<file path="config.mk">
export PLATFORM = sky130hd
export DESIGN_NAME = alu_unit_flat
export DESIGN_NICKNAME = d
export VERILOG_FILES = /design/src/rtl/alu_unit_if.sv /design/src/rtl/alu_unit.sv /design/src/flat_wrapper.sv
export SDC_FILE = /design/constraint.sdc
export NUM_CORES = 1
export LEC_CHECK = 0
export CAP_MARGIN = 20
export CELL_PAD_IN_SITES_DETAIL_PLACEMENT = 1
export CELL_PAD_IN_SITES_GLOBAL_PLACEMENT = 1
export CORE_MARGIN = 3
export CORE_UTILIZATION = 35
export CTS_CLUSTER_SIZE = 16
export DETAILED_ROUTE_END_ITERATION = 12
export GPL_TIMING_DRIVEN = 0
export PLACE_DENSITY_LB_ADDON = 0.1
export SLEW_MARGIN = 20
export SYNTH_ARGS = -nofsm -noshare
export SYNTH_HDL_FRONTEND = slang
export SYNTH_SLANG_ARGS = --single-unit
</file>
<file path="constraint.sdc">
create_clock -name clk -period 8 [get_ports clk]
set_clock_uncertainty 0.05 [all_clocks]
set_input_delay 2 -clock clk [delete_from_list [all_inputs] [get_ports clk]]
set_output_delay 2 -clock clk [all_outputs]
set_load 0.05 [all_outputs]
</file>
<file path="src/rtl/alu_unit_if.sv">
// alu_unit_if: bundles the ALU operand, control, result and flag signals.
//   n          : operand/result width
//   a, b       : operands (master -> slave)
//   ALUControl : 00 ADD, 01 SUB, 10 AND, 11 OR (master -> slave)
//   FlagWrite  : flag register write enable (master -> slave)
//   ALUResult  : combinational result (slave -> master)
//   ALUFlags   : combinational {N,Z,C,V} (slave -> master)
//   FlagsQ     : registered {N,Z,C,V} (slave -> master)
interface alu_unit_if #(
  parameter int n = 32
);
  logic [n-1:0] a;
  logic [n-1:0] b;
  logic [1:0]   ALUControl;
  logic         FlagWrite;
  logic [n-1:0] ALUResult;
  logic [3:0]   ALUFlags;
  logic [3:0]   FlagsQ;

  modport master (
    output a, b, ALUControl, FlagWrite,
    input  ALUResult, ALUFlags, FlagsQ
  );

  modport slave (
    input  a, b, ALUControl, FlagWrite,
    output ALUResult, ALUFlags, FlagsQ
  );
endinterface

</file>
<file path="src/rtl/alu_unit.sv">
// alu_unit: n-bit integer ALU (ADD, SUB, AND, OR) with {N,Z,C,V} flags and a
// write-enabled flag register.
//   clk   : clock, used only by the flag register
//   reset : asynchronous active-high, clears the flag register
//   bus   : alu_unit_if slave port (a, b, ALUControl, FlagWrite in;
//           ALUResult, ALUFlags, FlagsQ out)
// Result and ALUFlags are purely combinational; FlagsQ is the only state.
module alu_unit #(
  parameter int n = 32
) (
  input  logic     clk,
  input  logic     reset,
  alu_unit_if.slave bus
);

  // One-hot operation decode. An unknown opcode leaves every select low, so
  // the AND-OR mux below yields a zero result with C = V = 0 (flags 0100).
  logic sel_add;
  logic sel_sub;
  logic sel_and;
  logic sel_or;

  always_comb begin
    sel_add = 1'b0;
    sel_sub = 1'b0;
    sel_and = 1'b0;
    sel_or  = 1'b0;
    case (bus.ALUControl)
      2'b00:   sel_add = 1'b1;
      2'b01:   sel_sub = 1'b1;
      2'b10:   sel_and = 1'b1;
      2'b11:   sel_or  = 1'b1;
      default: ;
    endcase
  end

  logic sel_arith;
  assign sel_arith = sel_add | sel_sub;

  // Shared adder: SUB inverts b and injects a carry-in of 1.
  logic [n-1:0] b_eff;
  logic [n:0]   sum_ext;

  assign b_eff   = sel_sub ? ~bus.b : bus.b;
  assign sum_ext = {1'b0, bus.a} + {1'b0, b_eff} + {{n{1'b0}}, sel_sub};

  // Per-bit 4:1 result mux, built as an AND-OR of the one-hot selects.
  logic [n-1:0] result;

  generate
    for (genvar gi = 0; gi < n; gi++) begin : g_bit_mux
      assign result[gi] = (sel_arith & sum_ext[gi])
                        | (sel_and   & (bus.a[gi] & bus.b[gi]))
                        | (sel_or    & (bus.a[gi] | bus.b[gi]));
    end
  endgenerate

  // Overflow: operands into the adder share a sign that the sum does not.
  // Comparing against b_eff covers both ADD (same signs) and SUB (signs differ).
  logic flag_n;
  logic flag_z;
  logic flag_c;
  logic flag_v;

  assign flag_n = result[n-1];
  assign flag_z = ~|result;
  assign flag_c = sel_arith & sum_ext[n];
  assign flag_v = sel_arith & (bus.a[n-1] == b_eff[n-1]) & (result[n-1] != bus.a[n-1]);

  assign bus.ALUResult = result;
  assign bus.ALUFlags  = {flag_n, flag_z, flag_c, flag_v};

  // Flag register: reset wins over FlagWrite and acts without a clock edge.
  logic [3:0] flags_reg;

  always_ff @(posedge clk or posedge reset) begin
    if (reset) begin
      flags_reg <= 4'b0000;
    end else if (bus.FlagWrite) begin
      flags_reg <= {flag_n, flag_z, flag_c, flag_v};
    end
  end

  assign bus.FlagsQ = flags_reg;

endmodule

</file>
<file path="src/flat_wrapper.sv">
// flat-port wrapper written by rule: the top's interface ports become plain ports
module alu_unit_flat 
#(
  parameter int n = 32
)
  (clk, reset, bus_a, bus_b, bus_ALUControl, bus_FlagWrite, bus_ALUResult, bus_ALUFlags, bus_FlagsQ);
  alu_unit_if #(.n(n)) bus_i ();
  input  logic clk;
  input  logic reset;
  input wire logic [$bits(bus_i.a)-1:0] bus_a;
  input wire logic [$bits(bus_i.b)-1:0] bus_b;
  input wire logic [$bits(bus_i.ALUControl)-1:0] bus_ALUControl;
  input wire logic [$bits(bus_i.FlagWrite)-1:0] bus_FlagWrite;
  output wire logic [$bits(bus_i.ALUResult)-1:0] bus_ALUResult;
  output wire logic [$bits(bus_i.ALUFlags)-1:0] bus_ALUFlags;
  output wire logic [$bits(bus_i.FlagsQ)-1:0] bus_FlagsQ;
  assign bus_i.a = bus_a;
  assign bus_i.b = bus_b;
  assign bus_i.ALUControl = bus_ALUControl;
  assign bus_i.FlagWrite = bus_FlagWrite;
  assign bus_ALUResult = bus_i.ALUResult;
  assign bus_ALUFlags = bus_i.ALUFlags;
  assign bus_FlagsQ = bus_i.FlagsQ;
  alu_unit #(.n(n)) u_core (.clk(clk), .reset(reset), .bus(bus_i));
endmodule
</file>
Yosys cells after proc, flatten, opt, wreduce, memory -nomap -nowiden. Cells that the tools add are included. W data, S select, Z words.

Reduce and logical (&&, ||, !) cells: 3. Bitwise logic cells: 229. Equal/unequal tests: 5. Add/subtract/negate cells: 2. Multiplexer cells: 5.

Operator list (number): $and A1 B1 Y1 (131); $or A1 B1 Y1 (97); $add A32 B32 Y33 (1); $add A33 B1 Y33 (1); $mux W32 (1); $not A32 Y32 (1); $reduce_or A32 Y1 (1); $eq A2 B2 Y1 const B (2); $mux W1 (4); $eq A2 B1 Y1 const B (1); $logic_not A2 Y1 (1); $eq A1 B1 Y1 (1); $logic_not A1 Y1 (1); $ne A1 B1 Y1 (1).

Output and inout bits: 40. Word-level logic and storage cells: 245. Input bits: 69. Flip-flop bits (word level): 4.

Logic depth before layout (Yosys ltp). Gate-level depths: netlist of the first run.

Depth in word-level cells: 10. Depth in mapped cells: 17. Gate-level depth less buffers: 13.

Least setup slack after synthesis of the first run. No wires, ideal clock.

Kind: input to output. From: in bus_ALUControl[1]. To: out bus_ALUFlags[2]. Data required time: 5.950 ns. Path slack: -0.612 ns. Stages: 16. Data arrival time: 6.562 ns. Path buffers: 4. Cells stage by stage: buf_6 -> nand2b_1 -> buf_2 -> buf_1 -> xnor2_1 -> ha_1 -> a21oi_1 -> a21oi_1 -> a211oi_1 -> o21ai_0 -> a311oi_1 -> nor4_4 -> nand4b_4 -> nor4_2 -> and2_1 -> buf_4.

Cells in the longest elaborated chain, start to end: 10. Elaborated cells between the ends (all ways): 174. Those cells by class: 2 x add/sub; 3 x eq/ne; 5 x mux; 161 x bitwise; 3 x reduce/logical.

RTL lines: start: declaration (RTL line flat_wrapper.sv:12) `input wire logic [$bits(bus_i.ALUControl)-1:0] bus_ALUControl;`; $eq A2 B1 Y1 (RTL line alu_unit.sv:28) `case (bus.ALUControl)`; $mux W1 (RTL line alu_unit.sv:28); $mux W32 (RTL line alu_unit.sv:44) `assign b_eff = sel_sub ? ~bus.b : bus.b;`; $add A32 B32 Y33 (RTL line alu_unit.sv:45) `assign sum_ext = {1'b0, bus.a} + {1'b0, b_eff} + {{n{1'b0}}, sel_sub};`; $add A33 B1 Y33 (RTL line alu_unit.sv:45); $and A1 B1 Y1 (RTL line alu_unit.sv:52) `assign result[gi] = (sel_arith & sum_ext[gi])`; $or A1 B1 Y1 (RTL line alu_unit.sv:53) `| (sel_and & (bus.a[gi] & bus.b[gi]))`; $or A1 B1 Y1 (*) (RTL line alu_unit.sv:54) `| (sel_or & (bus.a[gi] | bus.b[gi]));`; via bus_ALUResult[19] (RTL line flat_wrapper.sv:14) `output wire logic [$bits(bus_i.ALUResult)-1:0] bus_ALUResult;`; $reduce_or A32 Y1 (*) (RTL line alu_unit.sv:66) `assign flag_z = ~|result;`; $logic_not A1 Y1 (*) (RTL line alu_unit.sv:66); end: declaration (RTL line flat_wrapper.sv:15) `output wire logic [$bits(bus_i.ALUFlags)-1:0] bus_ALUFlags;`.

Mark *: on every way through the listed nets, which the timed path passes. The rest lies on a longest branch.

Worst setup path after layout of the first run.
From: in bus_ALUControl[0]. To: out bus_ALUFlags[2].

Cells in the longest elaborated chain, start to end: 10. Elaborated cells between the ends (all ways): 174. Those cells by class: 2 x add/sub; 3 x eq/ne; 5 x mux; 161 x bitwise; 3 x reduce/logical.

RTL lines (RTL line): $eq A2 B1 Y1 (alu_unit.sv:28); $mux W1 (alu_unit.sv:28); $mux W32 (alu_unit.sv:44); $add A32 B32 Y33 (alu_unit.sv:45); $add A33 B1 Y33 (alu_unit.sv:45); $and A1 B1 Y1 (alu_unit.sv:52); $or A1 B1 Y1 (alu_unit.sv:53); $or A1 B1 Y1 (alu_unit.sv:54); $reduce_or A32 Y1 (*) (alu_unit.sv:66); $logic_not A1 Y1 (*) (alu_unit.sv:66).

Mark *: on every way between the ends. The rest lies on a longest branch, timed or not.

==> summary.txt, run 1 <==
GRT
  • Global-route wire length before repair: 26.8 mm
  • Tot GR Track Use: 0.265
  • Remaining global-route overflow: 0
  • Vias in the first global route: 4929
  • Initial antenna violation count: 0
  • Largest net degree at the start of global routing: 20

Timing
  • Max Slew Vio Count: 0
  • Final hold violations: 0
  • Final WS setup: -0.0489 ns
  • RSZ-0062 raised after global routing: yes
  • Slew Limit Headroom: 0.436
  • Achievable Freq: 124 MHz
  • Worst Tran Pin Value: 0.845 ns
  • Tcrit/Tclk final: 1.01
  • Final period demand of the worst path: 8.05 ns
  • Setup violations, final: 1

Outcome
  • Failing checks: setup timing
  • Outcome: complete, but fails checks

Logic synthesis
  • Number of enable flip-flop cells after synthesis: 0
  • Synth area leaders: ha_1, xnor2_1, a21oi_1
  • Ys async rst share: 1.00
  • Sequential-to-total area share from yosys stat: 0.0260
  • Gate Count Post-Synth: 532
  • Synth Register Bits: 4
  • Mean post-synth cell area: 7.24 um^2
  • Synthesized Nets: 642
  • Largest area contributor in the netlist: ha_1
  • Distinct cells, synth: 82
  • Synth Flop Type: dfrtp_1
  • Cell Area, Synth: 0.00385 mm^2
  • Synth Warn #: 0
  • Synth top area share: 0.130
  • Post-synth top cells: a21oi_1, nand2_1, o21ai_0, ha_1, xnor2_1

Floorplan
  • Die width: 111 um
  • Initial Util: 0.366
  • I/O pins: 109
  • Die outline area: 0.0123 mm^2
  • Core Footprint: 0.0105 mm^2
  • Die H: 111 um
  • Row count: 37

Drt
  • Starting DRT DRC Count: 264
  • DR vias/cell: 6.10
  • Drt pass-1 iters: 4
  • WL/cell: 21.7 um
  • Post-DRT Antenna Nets: 0
  • DRC errors left: 0
  • Vias: 4777
  • Total routed wirelength: 17.0 mm

Final layout
  • Post-Layout Inst Area: 0.00550 mm^2
  • Area occupied by registers: 100 um^2
  • Max reg flops: 4
  • Fin util: 0.524
  • Area grow syn2layout: 42.9%
  • Filler Cells Inserted: 1302
  • Layout cells sized above 1: 0.155
  • Ant diodes: 0
  • Nets: 759
  • Multi-input logic area: 0.00374 mm^2

Placement
  • RD Place Congestion: 0.884
  • Port bufs: 107
  • DPL Wire Length: 13.7 mm
  • Placed inst area: 0.00513 mm^2

Setup path
  • Kind of critical path: primary input to primary output
  • Worst EP required: 5.95 ns
  • Crit path launch type: primary input
  • CP endpoint kind: primary output
  • CP max FO: 10
  • Data arrival, critical path: 6.00 ns

Clock tree
  • Worst-case clock buffer depth: 2
  • TritonCTS Buffers: 3
  • CTS Root Cell: clkbuf_8
  • H-tree depth: 1
  • Clock sinks: 4
  • CTS tree: yes
  • Worst-path clk slew: 0.03 ns
  • Worst-skew pair later-pin latency: 0.21 ns

Pwr
  • Final Total Pwr: 0.773 mW
  • Max rail drop VDD: 0.0973 mV
  • Leakage: 2.16 nW
  • Power Density: 140 mW/mm^2

Worst hold path
  • Hold crit path type: register to register

Run
  • Max_cap viols: 0
cell usage in the layout, fill, tap and decap left out, types with 7 or more instances in the layout:
master / Yosys / final
clkdlybuf4s50_1: 0 / 89
nand2_1: 46 / 46
a21oi_1: 46 / 39
o21ai_0: 43 / 39
xnor2_1: 37 / 34
ha_1: 40 / 32
nor2_1: 28 / 27
maj3_1: 19 / 19
buf_4: 5 / 17
nand3_1: 15 / 15
inv_1: 14 / 14
nor3_1: 15 / 13
nand4_1: 12 / 12
o211ai_1: 11 / 11
a211o_1: 9 / 9
clkbuf_8: 4 / 8
a211oi_1: 11 / 8
clkbuf_1: 13 / 7
nor2b_1: 7 / 7
dlymetal6s2s_1: 0 / 7
metrics by stage:
stage,setup WS (ns),hold slack (ns),setup TNS [ns],instances
6_report,-0.0489,0.478,-0.0489,783
5_1_grt,-0.168,0.497,-0.170,783
4_1_cts,0.00650,0.476,0,782
3_5_place_dp,-1.87,0.464,-23.69,775
3_3_place_gp,-1.87,0.442,-22.50,775
2_1_floorplan,0.0140,0.710,0,532
worst paths after layout:
kind / slack [ns] / endpoint / startpoint / depth (start not counted)
max: -0.05 / bus_ALUFlags[2] / bus_ALUControl[0] / 18
min: 0.48 / u_core.bus.FlagsQ[3]$_DFFE_PP0P_ / u_core.bus.FlagsQ[3]$_DFFE_PP0P_ / 1
max reg2reg: 7.13 / u_core.bus.FlagsQ[2]$_DFFE_PP0P_ / u_core.bus.FlagsQ[2]$_DFFE_PP0P_ / 2
min reg2reg: 0.48 / u_core.bus.FlagsQ[3]$_DFFE_PP0P_ / u_core.bus.FlagsQ[3]$_DFFE_PP0P_ / 1
max in group asynchronous: 5.82 / u_core.bus.FlagsQ[2]$_DFFE_PP0P_ / reset / 2
min in group asynchronous: 1.93 / u_core.bus.FlagsQ[3]$_DFFE_PP0P_ / reset / 2
worst max-delay path, stage by stage:
cell             delay (ns)
clkdlybuf4s50_1        0.49
nand2b_1               0.07
buf_4                  0.18
buf_6                  0.18
xnor2_4                0.19
ha_4                   0.25
a21oi_4                0.25
o311ai_4               0.21
buf_4                  0.19
a211o_1                0.34
a2111oi_4              0.39
nor3_2                 0.09
nor4_2                 0.27
nand4_1                0.21
nor4_4                 0.28
and2_1                 0.17
buf_4                  0.10
buf_6                  0.14
kinds of logic (layout without fill, tap and decap cells):
group / count (synthesis) / in the layout / share of synthesized area
AOI/OAI and AO/OA: 192 / 192 / 0.348
xor gates and xnor gates: 42 / 42 / 0.0955
adders and majority gates: 60 / 60 / 0.185
buffers and inverters: 51 / 166 / 0.0741
DFF: 4 / 4 / 0.0260
muxes: 8 / 8 / 0.0218
and+or+nand+nor: 175 / 175 / 0.250
per-layer routing:
metal / vias up / part of all wire / GRT usage
li1: 2270 / - / -
met1: 2379 / 0.45 / 0.362
met2: 120 / 0.49 / 0.460
met3: 8 / 0.049 / 0.0202
met4: 0 / 0.0046 / 0.0419
met5: - / 0 / 0
where the power goes:
| group | internal, mW | total [mW] | switching, mW | leakage, nW |
|---|---|---|---|---|
| combinational | 0.272 | 0.707 | 0.434 | 2.08 |
| clock | 0.0320 | 0.0418 | 0.00979 | 0.0216 |
| sequential | 0.0230 | 0.0246 | 0.00166 | 0.0520 |
final cells by class:
class	instances	area share
multi-input cells	477	0.679
repair buffers	117	0.207
plain buffers	31	0.0471
well taps	136	0.0309
flip-flops and latches	4	0.0182
inverters	15	0.0102
clock buffers	3	0.00750
repair_timing:
| item | 4_1_cts | 5_1_grt |
|---|---|---|
| endpoints found under the hold margin | 0 | 0 |
| gates resized for setup | 83 | 26 |
| buffers inserted | 8 | 2 |
| endpoints found under the setup margin | 30 | 17 |
| hold buffers | 0 | 0 |
| pin swaps | 18 | 4 |
(Power assumes the default switching activity.)
==> run 2, diff against run 1 <==
- CORE_UTILIZATION: 35 -> 47
- DONT_BUFFER_PORTS: default -> 1
==> summary.txt, run 2 (same netlist as run 1, synthesis figures left out) <==
Outcome
  • Outcome: complete, no violations

Clock tree
  • Worst-case clock buffer depth: 2 (unchanged)
  • CTS Root Cell: clkbuf_8
  • Worst-skew pair later-pin latency: 0.22 ns (about the same)
  • Cts hold-fix bufs: 0 (unchanged)
  • Worst-path clk slew: 0.03 ns (about the same)
  • Clock sinks: 4 (unchanged)
  • CTS tree: yes
  • TritonCTS Buffers: 3 (unchanged)
  • H-tree depth: 1 (unchanged)

Pwr
  • Power Density: 153 mW/mm^2 (+8.9%)
  • Final Total Pwr: 0.673 mW (-13%)
  • Leakage: 1.68 nW (-22%)
  • Max rail drop VDD: 0.0679 mV (-30%)

Placement
  • Placed cells: 644 (-17%)
  • RD Place Congestion: 0.968 (+9.6%)
  • Port bufs: 0 (-100%)
  • Worst slack at placement: -1.10 ns (+0.769 ns)
  • Placed inst area: 0.00411 mm^2 (-20%)
  • DPL Wire Length: 12.2 mm (-10%)

Final layout
  • Leading cell type in the layout, fill and taps excluded: nand2_1
  • Layout cells sized above 1: 0.175 (+0.0200)
  • Most frequent cells in the layout: nand2_1, a21oi_1, ha_1
  • Ant diodes: 0 (unchanged)
  • Filler Cells Inserted: 996 (-24%)
  • Area grow syn2layout: 14.3%
  • Non-Filler Instances: 652 (-17%)
  • Max reg flops: 4 (unchanged)
  • Post-Layout Inst Area: 0.00440 mm^2 (-20%)
  • Fin util: 0.561 (+0.0371)
  • Nets: 662 (-13%)

Drt
  • WL/cell: 24.0 um (+11%)
  • Total routed wirelength: 15.7 mm (-7.9%)
  • Vias: 4486 (-6.1%)
  • Drt pass-1 iters: 5 (+1)
  • DR vias/cell: 6.88 (+13%)
  • Post-DRT Antenna Nets: 0 (unchanged)
  • DRC errors left: 0 (unchanged)
  • Starting DRT DRC Count: 211 (-20%)

Setup path
  • CP max-delay cell: or4_4
  • R2R Setup Slk: 6.83 ns (-0.30 ns)
  • Largest delay share family, worst path: simple AND/OR/NAND/NOR gates
  • Largest stage delay on the critical path: 0.58 ns (+0.09 ns)
  • Worst reg2reg path depth: 2 (unchanged)
  • CP max FO: 10 (unchanged)
  • Data arrival, critical path: 5.81 ns (-0.19 ns)
  • Cell chain of the critical path: buf_6, nand2b_1, clkbuf_4, buf_8, xnor2_1, ha_1, a21oi_4, buf_4, o221ai_2, a31oi_4, or4_4, and2_0, a211o_2, nand4b_4, nor4_4, and2_1, buf_4
  • Worst EP required: 5.95 ns (about the same)
  • Critical path origin: bus_ALUControl[1]
  • Worst reg2reg endpoint: u_core.bus.FlagsQ[2]$_DFFE_PP0P_
  • CP endpoint kind: primary output
  • Crit path top cell by count: buf_4
  • Kind of critical path: primary input to primary output
  • Critical R2R Launch: u_core.bus.FlagsQ[2]$_DFFE_PP0P_
  • Crit path launch type: primary input
  • Critical Path Stages: 17 (-1)
  • WP buf/inv: 5 (-1)
  • Worst Setup EP: bus_ALUFlags[2]

Run
  • Max_cap viols: 0 (unchanged)

Floorplan
  • Die width: 96.5 um (-13%)
  • Initial Util: 0.491 (+0.124)
  • Row count: 32 (-14%)
  • Die outline area: 0.00932 mm^2 (-24%)
  • Die H: 96.5 um (-13%)
  • I/O pins: 109 (unchanged)
  • Core Footprint: 0.00785 mm^2 (-25%)

Timing
  • Final WS setup: 0.139 ns (+0.188 ns)
  • TNS Setup: 0 ns (+0.0489 ns)
  • Final period demand of the worst path: 7.86 ns (-0.188 ns)
  • Tcrit/Tclk final: 0.983 (-0.0235)
  • Hold slack: 0.735 ns (+0.257 ns)
  • Max Slew Vio Count: 0 (unchanged)
  • Worst Tran Pin Value: 1.15 ns (+0.306 ns)
  • Setup violations, final: 0 (-1)
  • Slew Limit Headroom: 0.244 (-0.193)
  • Final hold violations: 0 (unchanged)
  • Achievable Freq: 127 MHz (+2.4%)

GRT
  • Global-route wire length before repair: 23.6 mm (-12%)
  • Largest net degree at the start of global routing: 11 (-45%)
  • Initial antenna violation count: 0 (unchanged)
  • Tot GR Track Use: 0.327 (+0.0625)
  • Met1 GRT Util: 0.437 (+0.0745)
  • GR Layer Usage met3: 0.0418 (+0.0216)
  • Gr busiest metal: met2
  • Remaining global-route overflow: 0 (unchanged)
  • Vias in the first global route: 4544 (-7.8%)
  • Met2 Use GR: 0.555 (+0.0942)

Worst hold path
  • Hold Path Depth: 2 (+1)
  • Hold crit path type: register to register
## run 2: repair_timing
item                       4_1_cts  5_1_grt
setup buffers                    1        7
setup endpoints to repair       15        4
pin swaps                        1        9
resized for setup               26       37
## run 2: how the worst min path moves through the flow
stage                                           from  slack [ns]                                to
floorplan           u_core.bus.FlagsQ[0]$_DFFE_PP0P_        0.71  u_core.bus.FlagsQ[0]$_DFFE_PP0P_
global placement    u_core.bus.FlagsQ[0]$_DFFE_PP0P_        0.74  u_core.bus.FlagsQ[0]$_DFFE_PP0P_
detailed placement  u_core.bus.FlagsQ[0]$_DFFE_PP0P_        0.74  u_core.bus.FlagsQ[0]$_DFFE_PP0P_
CTS                 u_core.bus.FlagsQ[0]$_DFFE_PP0P_        0.74  u_core.bus.FlagsQ[0]$_DFFE_PP0P_
global route        u_core.bus.FlagsQ[0]$_DFFE_PP0P_        0.78  u_core.bus.FlagsQ[0]$_DFFE_PP0P_
finish              u_core.bus.FlagsQ[0]$_DFFE_PP0P_        0.74  u_core.bus.FlagsQ[0]$_DFFE_PP0P_
## run 2: worst register-to-register path, cell delays in order, from the launching register on
cell and delay, ns:
dfrtp_1 0.56, and2b_1 0.26, a31o_1 0.18
## run 2: layout make-up
type | instances | area, um^2 | share of cell area
well taps | 102 | 128 | 0.0290
plain buffers | 33 | 263 | 0.0597
repair buffers | 18 | 116 | 0.0264
flip-flops and latches | 4 | 100 | 0.0227
inverters | 15 | 56.3 | 0.0128
multi-input cells | 477 | 3700 | 0.840
clock buffers | 3 | 41.3 | 0.00938
## run 2: where the power goes
| part | leakage [nW] | total, mW | switching [mW] | internal (mW) |
|---|---|---|---|---|
| registers | 0.0520 | 0.0340 | 0.0112 | 0.0228 |
| logic | 1.61 | 0.594 | 0.398 | 0.196 |
| clock network | 0.0216 | 0.0449 | 0.0126 | 0.0323 |
| total | 1.68 | 0.673 | 0.422 | 0.251 |
## run 2: metal layers
layer | wire (um) | share of wire
met1 | 6720 | 0.43
met2 | 7550 | 0.48
met3 | 1080 | 0.069
met4 | 309 | 0.020
met5 | 0 | 0
